===== config.mk =====
export PLATFORM = sky130hd
export DESIGN_NAME = serial_adder
export DESIGN_NICKNAME = d
export VERILOG_FILES = /design/src/rtl/serial_adder_pkg.sv /design/src/rtl/serial_adder_fa.sv /design/src/rtl/serial_adder.sv
export SDC_FILE = /design/constraint.sdc
export NUM_CORES = 1
export LEC_CHECK = 0
export CAP_MARGIN = 20
export CELL_PAD_IN_SITES_DETAIL_PLACEMENT = 0
export CELL_PAD_IN_SITES_GLOBAL_PLACEMENT = 1
export CORE_AREA = 2 2 61 63
export CTS_BUF_LIST = sky130_fd_sc_hd__clkbuf_8
export CTS_CLUSTER_DIAMETER = 100
export CTS_CLUSTER_SIZE = 14
export DETAILED_ROUTE_END_ITERATION = 8
export DIE_AREA = 0 0 63 65
export DONT_BUFFER_PORTS = 1
export PLACE_DENSITY_LB_ADDON = 0.25
export SLEW_MARGIN = 0
export SYNTH_ARGS = -nofsm -noshare
export SYNTH_HDL_FRONTEND = slang
export SYNTH_HIERARCHICAL = 1
export SYNTH_SLANG_ARGS = --single-unit

===== constraint.sdc =====
create_clock -name clk -period 1.7 [get_ports clk]
set_input_delay 0.34 -clock clk [delete_from_list [all_inputs] [get_ports clk]]
set_output_delay 0.34 -clock clk [all_outputs]
set_load 0.02 [all_outputs]

===== src/rtl/serial_adder_pkg.sv =====
// serial_adder_pkg: shared FSM state type and counter-width helper for serial_adder
package serial_adder_pkg;
  typedef enum logic [1:0] {IDLE, RUN, FIN} state_t;
  function automatic int cnt_w(input int w);
    return $clog2(w);
  endfunction
endpackage


===== src/rtl/serial_adder_fa.sv =====
// full_adder_df: dataflow 1-bit full adder cell; ports a, b, cin in, s, cout out
module full_adder_df (
  input  logic a,
  input  logic b,
  input  logic cin,
  output logic s,
  output logic cout
);
  assign s = a ^ b ^ cin;
  assign cout = (a & b) | (cin & (a ^ b));
endmodule


===== src/rtl/serial_adder.sv =====
// serial_adder: LSB-first bit-serial a+b+cin; start/a/b/cin in, busy/done/sum/cout registered out
module serial_adder
  import serial_adder_pkg::*;
#(
  parameter int WIDTH = 8
) (
  input  logic             clk,
  input  logic             rst,
  input  logic             start,
  input  logic [WIDTH-1:0] a,
  input  logic [WIDTH-1:0] b,
  input  logic             cin,
  output logic             busy,
  output logic             done,
  output logic [WIDTH-1:0] sum,
  output logic             cout
);
  localparam int CW = cnt_w(WIDTH);
  state_t state;
  logic [WIDTH-1:0] a_sr, b_sr, s_sr, s_nxt;
  logic [CW-1:0] cnt;
  logic carry, s_bit, c_bit, accept;
  full_adder_df fa (.a(a_sr[0]), .b(b_sr[0]), .cin(carry), .s(s_bit), .cout(c_bit));
  assign s_nxt = {s_bit, s_sr[WIDTH-1:1]};
  assign accept = start && state != RUN;
  always_ff @(posedge clk or posedge rst)
    if (rst) begin
      state <= IDLE;
      a_sr <= '0;
      b_sr <= '0;
      s_sr <= '0;
      cnt <= '0;
      carry <= 1'b0;
      busy <= 1'b0;
      done <= 1'b0;
      sum <= '0;
      cout <= 1'b0;
    end else if (accept) begin
      a_sr <= a;
      b_sr <= b;
      carry <= cin;
      cnt <= '0;
      state <= RUN;
      busy <= 1'b1;
      done <= 1'b0;
    end else if (state == RUN) begin
      a_sr <= a_sr >> 1;
      b_sr <= b_sr >> 1;
      s_sr <= s_nxt;
      carry <= c_bit;
      cnt <= cnt + 1'b1;
      if (cnt == CW'(WIDTH - 1)) begin
        sum <= s_nxt;
        cout <= c_bit;
        state <= FIN;
        busy <= 1'b0;
        done <= 1'b1;
      end
    end else begin
      state <= IDLE;
      done <= 1'b0;
    end
endmodule


==> results.md, run 1 <==
- Status: finished, final reports clean
- P_leak: approximately 0.94 nW
- CTS resizes: 0
- Gp weighted congestion: about 0.70
- CTS buffer count: 5
- Area grow syn2layout: 8.04%
- Hold Crit Class: input pin to async pin
- DP Worst Slack: about 0.16 ns
- Hold buffers post-CTS: 0
- Drt pass-1 iters: 4
- Maxcap violations: 0
- Commonest non-fill, non-tap cell in the layout: dfrtp_1
- Setup WS post-layout: between 0.15 and 0.2 ns
- Fin nets: roughly 140
- Vias: between 800 and 900
- Power Density: about 1800 nW/µm²
- Maximum vdd drop: 0.891 mV
- Die area: 4100 µm²
- Synthesis warning total: 6
- Tot Pwr: around 3.5 mW
- Net Sw Frac: 0.310
- Mux contribution to synthesized area: 0.369
- Synth Area in Compound Gates: 0.00277
- H-tree Lvls: 2
- Post-Synth Adder-Cell Area: 0.0249
- Number of I/O pins: 31
- Syn_nets: around 140
- Post-Synthesis Cells: ~110
- Largest net degree at the start of global routing: 40
- Combinational power share: 0.350
- Syn Std Cell Area: approximately 1800 µm²
- Crit Path Max Fanout: 10
- Clock root buffer: clkbuf_8
- Hpwl dp: between 1500 and 2000 µm
- Crit share post-route: 0.905
- Setup_tns: 0 ns
- Final hold vios: 0
- Clock share of power: 0.152
- Netlist cell types: 15
- Initial antenna violation count: 0
- Iter 0 DRT Violations: 47
- Post-Synth Simple-Gate Area: 0.0312
- Setup Buffers After CTS: 0
- Post-DR wirelength/cell: about 16 µm
- Final core utilization: 0.558
- Worst-Margin Slew: just under 0.5 ns
- Unrepaired setup endpoints after global routing: false
- Sw power: between 1 and 1.5 mW
- Max_slew headroom: 0.677
- Die width: around 63 µm
- Cell Rows: 22
- Fin crit period: 1.54 ns
- Final setup viols: 0
- Type of element capturing the critical path: flip-flop
- CP Launch Point: cnt[0]$_DFFE_PP0P_
- Maximum root-to-sink buffer count: 2
- Sequential area share after synthesis: 0.541
- TritonCTS sink count: 39
- Vias in the first global route: between 1000 and 1500
- Initial Util: 0.516
- Final WL: 2770 µm
- Clock slew at the register clock pins of the worst setup and hold paths: 0.07 ns
- First-pass GRT wire length: 4820 µm
- DR vias/cell: ~5.2
- CP arrival: roughly 1.7 ns
- Internal power: about 2.4 mW
- CP startpoint kind: flip-flop
- Largest family of logic cells by synthesized area: multiplexers
- ANT cells: 0
- Seq pwr share: 0.498
- Setup Crit Path Kind: flip-flop to flip-flop
- Worst-Skew Late Latency: 0.27 ns
- Drc violations: 0
- Clk_skew: roughly 0.0040 ns
- Max-slew violations: 0
- Commonest non-fill, non-tap cells in the layout: dfrtp_1, mux2_2, mux2_4
- Number of antenna-violating nets in the routed design: 0
- Die Span Y: ~65 µm
- Share of layout cells above drive strength 1: 0.492
- Xor/xnor cell area share of the yosys netlist: 0
- GRT Util Overall: 0.153
- #FFs+latches synth: 39
- Core Area: 3500 µm²
- FMAX: approximately 650 MHz
- CTS tree: yes
- RR Startpoint: cnt[0]$_DFFE_PP0P_
- Syn_area_per_cell: between 15 and 20 µm²
- Critical path data required time: about 1.9 ns
- Grt total ovfl: 0
- Port bufs: 0
-- final timing paths --
kind,slack (ns),end,depth (start not counted)
setup / recovery,0.16,sum[2]$_DFFE_PP0P_,5
hold reg to reg,0.49,cnt[0]$_DFFE_PP0P_,1
hold / removal,0.07,s_sr[3]$_DFFE_PP0P_,2
min in group clk,0.20,state[0]$_DFFE_PP0P_,2
max in group asynchronous,1.29,state[0]$_DFFE_PP0P_,2
setup reg to reg,0.16,sum[2]$_DFFE_PP0P_,5
-- cell usage after synthesis --
cell	number	area [µm²]
fa_1	1	20.0
a21oi_1	1	5.00
dfrtp_1	39	976
buf_4	1	7.51
inv_1	3	11.3
nand3b_1	1	7.51
mux2_2	25	282
buf_2	3	15.0
nor2_1	3	11.3
mux2_4	23	345
buf_6	2	22.5
ha_1	2	25.0
nand2b_1	3	18.8
nor2b_1	3	18.8
mux2i_1	4	40.0
-- flip-flops by register name, indices dropped and copies added, names as in the netlist --
register,count
sum,8
cnt,3
a_sr,8
s_sr,7
state,1
b_sr,8
busy,1
cout,1
carry,1
done,1
-- routing by layer --
layer  global-route usage  vias to the layer above  part of all wire
met5                    0                        -                 0
met2                0.253                       17              0.50
met4               0.0417                        0            0.0043
met1                0.194                      457              0.45
met3               0.0503                        2             0.043
li1                     -                      404                 -
-- cell type report --
| cell class | count | area, µm² |
|---|---|---|
| timing repair buffer | 6 | 57.6 |
| clock buffer | 5 | 68.8 |
| clock inverter | 1 | 3.75 |
| sequential | 39 | 976 |
| tap | 48 | 60.1 |
| inverter | 3 | 11.3 |
| multi-input combinational | 66 | 773 |
| fill | 301 | 1550 |
-- power groups by stage --
stage	Combinational [mW]	Sequential, mW	Clock [mW]
after floorplan	1.05	1.69	0
after global placement	1.20	1.76	0
after detailed placement	1.25	1.78	0
after CTS	1.25	1.76	0.564
after global routing	1.36	1.81	0.604
final	1.23	1.75	0.535
-- logic make-up after synthesis --
family | Yosys count
buf+inv | 9
flops | 39
mux | 52
compound gates | 1
simple gates | 10
fa+ha+maj | 3
-- through the flow --
step           instance area, µm²  instances  hold WS [ns]
2_1_floorplan                1810        114         0.453
3_3_place_gp                 1880        162         0.369
3_5_place_dp                 1880        162         0.376
4_1_cts                      1950        168        0.0821
5_1_grt                      1950        168         0.102
6_report                     1950        168        0.0695
-- worst max-delay path: stages (launching register included) --
cell      delay (ns)
dfrtp_1         0.40
ha_1            0.21
ha_1            0.20
nand3b_1        0.14
buf_12          0.14
mux2_2          0.33
Note: power is estimated with default switching activity, not from simulation.
==> run 2, diff against run 1 <==
- CORE_AREA: 2 2 61 63 -> 2 2 64 66
- DIE_AREA: 0 0 63 65 -> 0 0 66 68
- clock period: 1.7 -> 1.3 ns (I/O delays scaled with it)
==> results.md, run 2 (synthesis gave the netlist of run 1 again) <==
- Status: finished, violations left
- Failing checks: negative setup slack
- Endpoint, Worst Hold: state[0]$_DFFE_PP0P_
- Commonest non-fill, non-tap cells in the layout: dfrtp_1, mux2_4, mux2_2
- Depth of the worst hold-timing path: 2
- Core Area: 3860 µm² (+10%)
- H-tree Lvls: 2 (unchanged)
- Setup Buffers After CTS: 0 (unchanged)
- Drt pass-1 iters: 2 (-2)
- Hpwl dp: 1970 µm (+2.8%)
- Placed cells: 167 (+3.1%)
- CTS buffer count: 5 (unchanged)
- Setup WS post-layout: -0.136 ns (-0.298 ns)
- Area grow syn2layout: 15.1%
- Maxcap violations: 0 (unchanged)
- Fill cells: 332 (+10%)
- First-pass GRT wire length: 4770 µm (-1.0%)
- Setup_tns: -1.18 ns (-1.18 ns)
- Crit-path cells: ha_2 -> ha_4 -> nand3b_1 -> buf_12 -> mux2_4
- Unrepaired setup endpoints after global routing: true
- Drc violations: 0 (unchanged)
- Fin nets: 148 (+2.8%)
- DR vias/cell: 5.19 (-0.86%)
- CP max-delay cell: dfrtp_1
- FMAX: 697 MHz (+7.1%)
- Internal power: 3.52 mW (+45%)
- Number of I/O pins: 31 (unchanged)
- Sw power: 1.53 mW (+40%)
- CP bufs+invs: 1 (unchanged)
- Maximum vdd drop: 0.892 mV (+0.16%)
- Crit path depth: 5 (unchanged)
- Worst-Skew Late Latency: 0.28 ns (about the same)
- Die width: 66 µm (+4.8%)
- HP Start: start
- Largest net degree at the start of global routing: 40 (unchanged)
- Clock slew at the register clock pins of the worst setup and hold paths: 0.07 ns (about the same)
- Post-DR wirelength/cell: 16.4 µm (-0.37%)
- Clk_skew: 0.00377 ns (-0.000251 ns)
- Number of antenna-violating nets in the routed design: 0 (unchanged)
- ANT cells: 0 (unchanged)
- Family with the most delay on the worst path: flip-flops
- Final WL: 2890 µm (+4.4%)
- Die Span Y: 68 µm (+4.6%)
- Maximum root-to-sink buffer count: 2 (unchanged)
- Max_slew headroom: 0.677 (about the same)
- Grt total ovfl: 0 (unchanged)
- Clock share of power: 0.171 (+0.019)
- Vias in the first global route: 980 (-2.7%)
- TritonCTS sink count: 39 (unchanged)
- Iter 0 DRT Violations: 47 (unchanged)
- P_leak: 1.02 nW (+8.9%)
- Hold Crit Class: input pin to flip-flop
- Worst-Margin Slew: 0.485 ns (+0.000465 ns)
- Initial antenna violation count: 0 (unchanged)
- RR Startpoint: cnt[1]$_DFFE_PP0P_
- Initial Util: 0.468 (-0.0483)
- Fin crit period: 1.44 ns (-0.102 ns)
- Worst r2r dst: sum[4]$_DFFE_PP0P_
- Port bufs: 0 (unchanged)
- Setup Crit Path Kind: flip-flop to flip-flop
- Commonest non-fill, non-tap cell in the layout: dfrtp_1
- Tot Pwr: 5.05 mW (+44%)
- Crit share post-route: 1.10 (+0.200)
- Final core utilization: 0.539 (-0.0190)
- Clock root buffer: clkbuf_8
- Share of layout cells above drive strength 1: 0.524 (+0.0321)
- Net Sw Frac: 0.303 (-0.00690)
- Power Density: 2430 nW/µm² (+35%)
- CP startpoint kind: flip-flop
- CTS tree: yes
- Final hold vios: 0 (unchanged)
- GRT Util Overall: 0.147 (-0.00569)
- Combinational power share: 0.374 (+0.024)
- Final setup viols: 9 (+9)
- Cell Rows: 23 (+4.5%)
- Crit Path Max Fanout: 10 (unchanged)
- R2R setup slack: -0.14 ns (-0.30 ns)
- CP peak stage delay: 0.39 ns (about the same)
- Register-to-Register Path Depth: 5 (unchanged)
- Die area: 4490 µm² (+9.6%)
- Max-slew violations: 0 (unchanged)
- Seq pwr share: 0.455 (-0.043)
- Critical path data required time: 1.47 ns (-0.39 ns)
- Biggest regs: a_sr (8), b_sr (8), sum (8)
- CP arrival: 1.61 ns (-0.08 ns)
- Type of element capturing the critical path: flip-flop
- Non-filler cells in the finished layout: 176 (+4.8%)
- Vias: 914 (+3.9%)
- Gp weighted congestion: 0.643 (-7.8%)
## run 2: routing by layer
| metal | global-route usage | part of all wire | routed length [µm] |
|---|---|---|---|
| met1 | 0.183 | 0.45 | 1300 |
| met5 | 0 | 0 | 0 |
| met4 | 0.0765 | 0.020 | 58 |
| met3 | 0.0444 | 0.045 | 129 |
| met2 | 0.235 | 0.49 | 1400 |
## run 2: cell type report
type | count | area, µm² | share of cell area
Timing Repair Buffer | 10 | 103 | 0.0494
Clock buffer | 7 | 96.3 | 0.0464
Sequential cell | 39 | 976 | 0.470
Inverter | 3 | 11.3 | 0.00542
Multi-Input combinational cell | 66 | 826 | 0.397
Clock inverter | 1 | 3.75 | 0.00181
Tap cell | 50 | 62.6 | 0.0301
## run 2: repair_timing
item	in CTS	in global routing
hold endpoints to repair	39	0
hold buffers	1	0
pin swaps	0	1
resized for setup	0	1
setup endpoints to repair	9	10
## run 2: worst max-delay path by stage
| stage | start | endpoint | slack [ns] |
|---|---|---|---|
| 2_1_floorplan | cnt[0]$_DFFE_PP0P_ | cout$_DFFE_PP0P_ | -0.07 |
| 3_3_place_gp | cnt[1]$_DFFE_PP0P_ | cout$_DFFE_PP0P_ | -0.10 |
| 3_5_place_dp | cnt[1]$_DFFE_PP0P_ | sum[2]$_DFFE_PP0P_ | -0.14 |
| 4_1_cts | cnt[1]$_DFFE_PP0P_ | sum[2]$_DFFE_PP0P_ | -0.15 |
| 5_1_grt | cnt[1]$_DFFE_PP0P_ | sum[2]$_DFFE_PP0P_ | -0.21 |
| 6_report | cnt[1]$_DFFE_PP0P_ | sum[4]$_DFFE_PP0P_ | -0.14 |
## run 2: power groups by stage
stage / Sequential, mW / Combinational (mW) / Clock, mW
CTS: 2.32 / 1.89 / 0.894
detailed placement: 2.34 / 1.87 / 0
floorplan: 2.22 / 1.53 / 0
global route: 2.38 / 2.06 / 0.948
global placement: 2.31 / 1.81 / 0
finish: 2.30 / 1.89 / 0.864
## run 2: metrics by stage
stage                     hold slack, ns  cell area [µm²]  setup slack (ns)
after floorplan                    0.416             1860           -0.0714
after global placement             0.291             1960            -0.101
after detailed placement           0.303             1960            -0.139
after CTS                         0.0982             2070            -0.154
after global routing               0.106             2080            -0.206
final                              0.106             2080            -0.136
==> run 3, diff against run 2 <==
- SYNTH_HIERARCHICAL: 1 -> unset
==> results.md, run 3 <==
- Crit share post-route: 1.09 (-0.0101)
- Hold Crit Class: input pin to flip-flop
- DR vias/cell: 5.06 (-2.5%)
- Number of antenna-violating nets in the routed design: 0 (unchanged)
- Maximum root-to-sink buffer count: 2 (unchanged)
- Post-DR wirelength/cell: 16.5 µm (+0.88%)
- Max-slew violations: 0 (unchanged)
- Unrepaired setup endpoints after global routing: true
- Core Area: 3860 µm² (unchanged)
- Setup_tns: -0.987 ns (+0.198 ns)
- HP Start: start
- Final setup viols: 9 (unchanged)
- ANT cells: 0 (unchanged)
- Tot Pwr: 5.47 mW (+8.2%)
- Post-synth ARST share: 1.00 (unchanged)
- Worst r2r dst: sum[3]$_DFFE_PP0P_
- Worst-Skew Late Latency: 0.29 ns (about the same)
- Register-to-Register Path Depth: 5 (unchanged)
- Area grow syn2layout: 18.8%
- Crit Path Max Fanout: 6 (-4)
- #FFs+latches synth: 39 (unchanged)
- Clock slew at the register clock pins of the worst setup and hold paths: 0.08 ns (about the same)
- Initial Util: 0.468 (-0.000649)
- CTS buffer count: 5 (unchanged)
- Netlist cell types: 14 (-1)
- Gp weighted congestion: 0.680 (+5.8%)
- Maxcap violations: 0 (unchanged)
- Clk_skew: 0.0100 ns (+0.00624 ns)
- Port bufs: 0 (unchanged)
- Ys flop type: dfrtp_1
- Yosys top cell area share: 0.541 (+0.000750)
- Drc violations: 0 (unchanged)
- Depth of the worst hold-timing path: 2 (unchanged)
- Failing checks: negative setup slack
- Fin crit period: 1.42 ns (-0.0131 ns)
- Power Density: 2550 nW/µm² (+5.0%)
- Commonest non-fill, non-tap cells in the layout: dfrtp_1, mux2_4, mux2_2
- R2R setup slack: -0.12 ns (about the same)
- Max_slew headroom: 0.676 (-0.000773)
- P_leak: 1.05 nW (+2.1%)
- Number of I/O pins: 31 (unchanged)
- Post-synth EDFFs: 0 (unchanged)
- CTS tree: yes
- Worst-Margin Slew: 0.486 ns (+0.00116 ns)
- Grt total ovfl: 0 (unchanged)
- Final WL: 2960 µm (+2.6%)
- Top cells by count, synth: dfrtp_1, mux2_2, mux2_4
- Yosys top cell by area: dfrtp_1
- GRT Util Overall: 0.151 (+0.00343)
- Type of element capturing the critical path: flip-flop
- Iter 0 DRT Violations: 54 (+15%)
- Cell Rows: 23 (unchanged)
- Setup WS post-layout: -0.123 ns (+0.0131 ns)
- Post-Synthesis Cells: 114 (unchanged)
- Largest net degree at the start of global routing: 40 (unchanged)
- CP startpoint kind: flip-flop
- Vias: 906 (-0.88%)
- Endpoint, Worst Hold: state[0]$_DFFE_PP0P_
- First-pass GRT wire length: 4880 µm (+2.3%)
- Sequential area share after synthesis: 0.541 (+0.000750)
- Die area: 4490 µm² (unchanged)
- TritonCTS sink count: 39 (unchanged)
- DP Worst Slack: -0.130 ns (+0.00883 ns)
- Die width: 66 µm (unchanged)
- Vias in the first global route: 1031 (+5.2%)
- Synthesis warning total: 0 (-6)
- Critical path data required time: 1.48 ns (about the same)
- Biggest regs: a_sr (8), b_sr (8), sum (8)
- Clock root buffer: clkbuf_8
- Fin Hold WS: 0.0961 ns (-0.0103 ns)
- Fin nets: 151 (+2.0%)
- Initial antenna violation count: 0 (unchanged)
- CP arrival: 1.60 ns (about the same)
- Share of layout cells above drive strength 1: 0.543 (+0.0188)
- Hpwl dp: 2030 µm (+3.5%)
- Status: finished, violations left
- Syn_area_per_cell: 15.8 µm² (-0.14%)
- Maximum vdd drop: 0.922 mV (+3.4%)
- Syn Std Cell Area: 1800 µm² (-0.14%)
- FMAX: 703 MHz (+0.92%)
- Setup Crit Path Kind: flip-flop to flip-flop
- H-tree Lvls: 2 (unchanged)
- Synth area leaders: dfrtp_1, mux2_4, mux2_2, mux2i_1, ha_1
- Commonest non-fill, non-tap cell in the layout: dfrtp_1
- Die Span Y: 68 µm (unchanged)
- RR Startpoint: cnt[0]$_DFFE_PP0P_
- Cell with the most instances after synthesis: dfrtp_1
- Syn_nets: 137 (unchanged)
- Final hold vios: 0 (unchanged)
- Drt pass-1 iters: 2 (unchanged)
[run 3: changes by cell type after synthesis]
| cell | previous run | this run |
|---|---|---|
| buf_4 | 1 | 0 |
| buf_2 | 3 | 4 |
[run 3: cells by family after synthesis]
family	Yosys count	share of synthesized area
flip-flops	39	0.541
AND/OR/NAND/NOR	10	0.0312
adder cells (fa/ha/maj)	3	0.0250
buffers and inverters	9	0.0298
AO/OA/AOI/OAI	1	0.00277
multiplexers	52	0.370
[run 3: worst max-delay path, cell delays in order (launching register included)]
cell	delay, ns
dfrtp_1	0.41
ha_4	0.18
ha_4	0.15
nand3b_1	0.13
buf_6	0.16
mux2_4	0.30
[run 3: worst max-delay path by stage]
| stage | endpoint | cells past startpoint | start |
|---|---|---|---|
| 2_1_floorplan | cout$_DFFE_PP0P_ | 5 | cnt[0]$_DFFE_PP0P_ |
| 3_3_place_gp | sum[4]$_DFFE_PP0P_ | 5 | cnt[1]$_DFFE_PP0P_ |
| 4_1_cts | sum[2]$_DFFE_PP0P_ | 5 | cnt[1]$_DFFE_PP0P_ |
| 6_report | sum[3]$_DFFE_PP0P_ | 5 | cnt[0]$_DFFE_PP0P_ |
| 5_1_grt | sum[4]$_DFFE_PP0P_ | 5 | cnt[1]$_DFFE_PP0P_ |
| 3_5_place_dp | sum[2]$_DFFE_PP0P_ | 5 | cnt[1]$_DFFE_PP0P_ |
[run 3: cell type report]
class | count | area [µm²]
fillers | 322 | 1710
inverters | 3 | 11.3
clock buffers | 5 | 68.8
repair buffers | 13 | 120
multi-input cells | 66 | 836
flip-flops and latches | 39 | 976
clock inverters | 3 | 67.6
well taps | 50 | 62.6
[run 3: through the flow]
step	instances	area (µm²)	util
2_1_floorplan	114	1860	-
3_3_place_gp	168	1960	0.508
3_5_place_dp	168	1960	0.508
4_1_cts	178	2120	0.550
5_1_grt	179	2140	0.555
6_report	179	2140	0.555
[run 3: repair_timing]
item | 4_1_cts | 5_1_grt
setup buffers | 1 | 1
pin swaps | 1 | 1
endpoints found under the hold margin | 37 | 0
setup endpoints to repair | 9 | 11
gates resized for setup | 2 | 2
hold buffers | 1 | 0
[run 3: power breakdown]
| group | switching (mW) | internal [mW] |
|---|---|---|
| logic | 0.618 | 1.34 |
| clock network | 0.434 | 0.765 |
| registers | 0.558 | 1.75 |
[run 3: layer usage]
layer  GRT usage  wire length (µm)  vias to the layer above
li1            -                 -                      421
met1       0.183              1270                      460
met2       0.234              1470                       21
met3      0.0609               166                        4
met4      0.0765                46                        0
met5           0                 0                        -
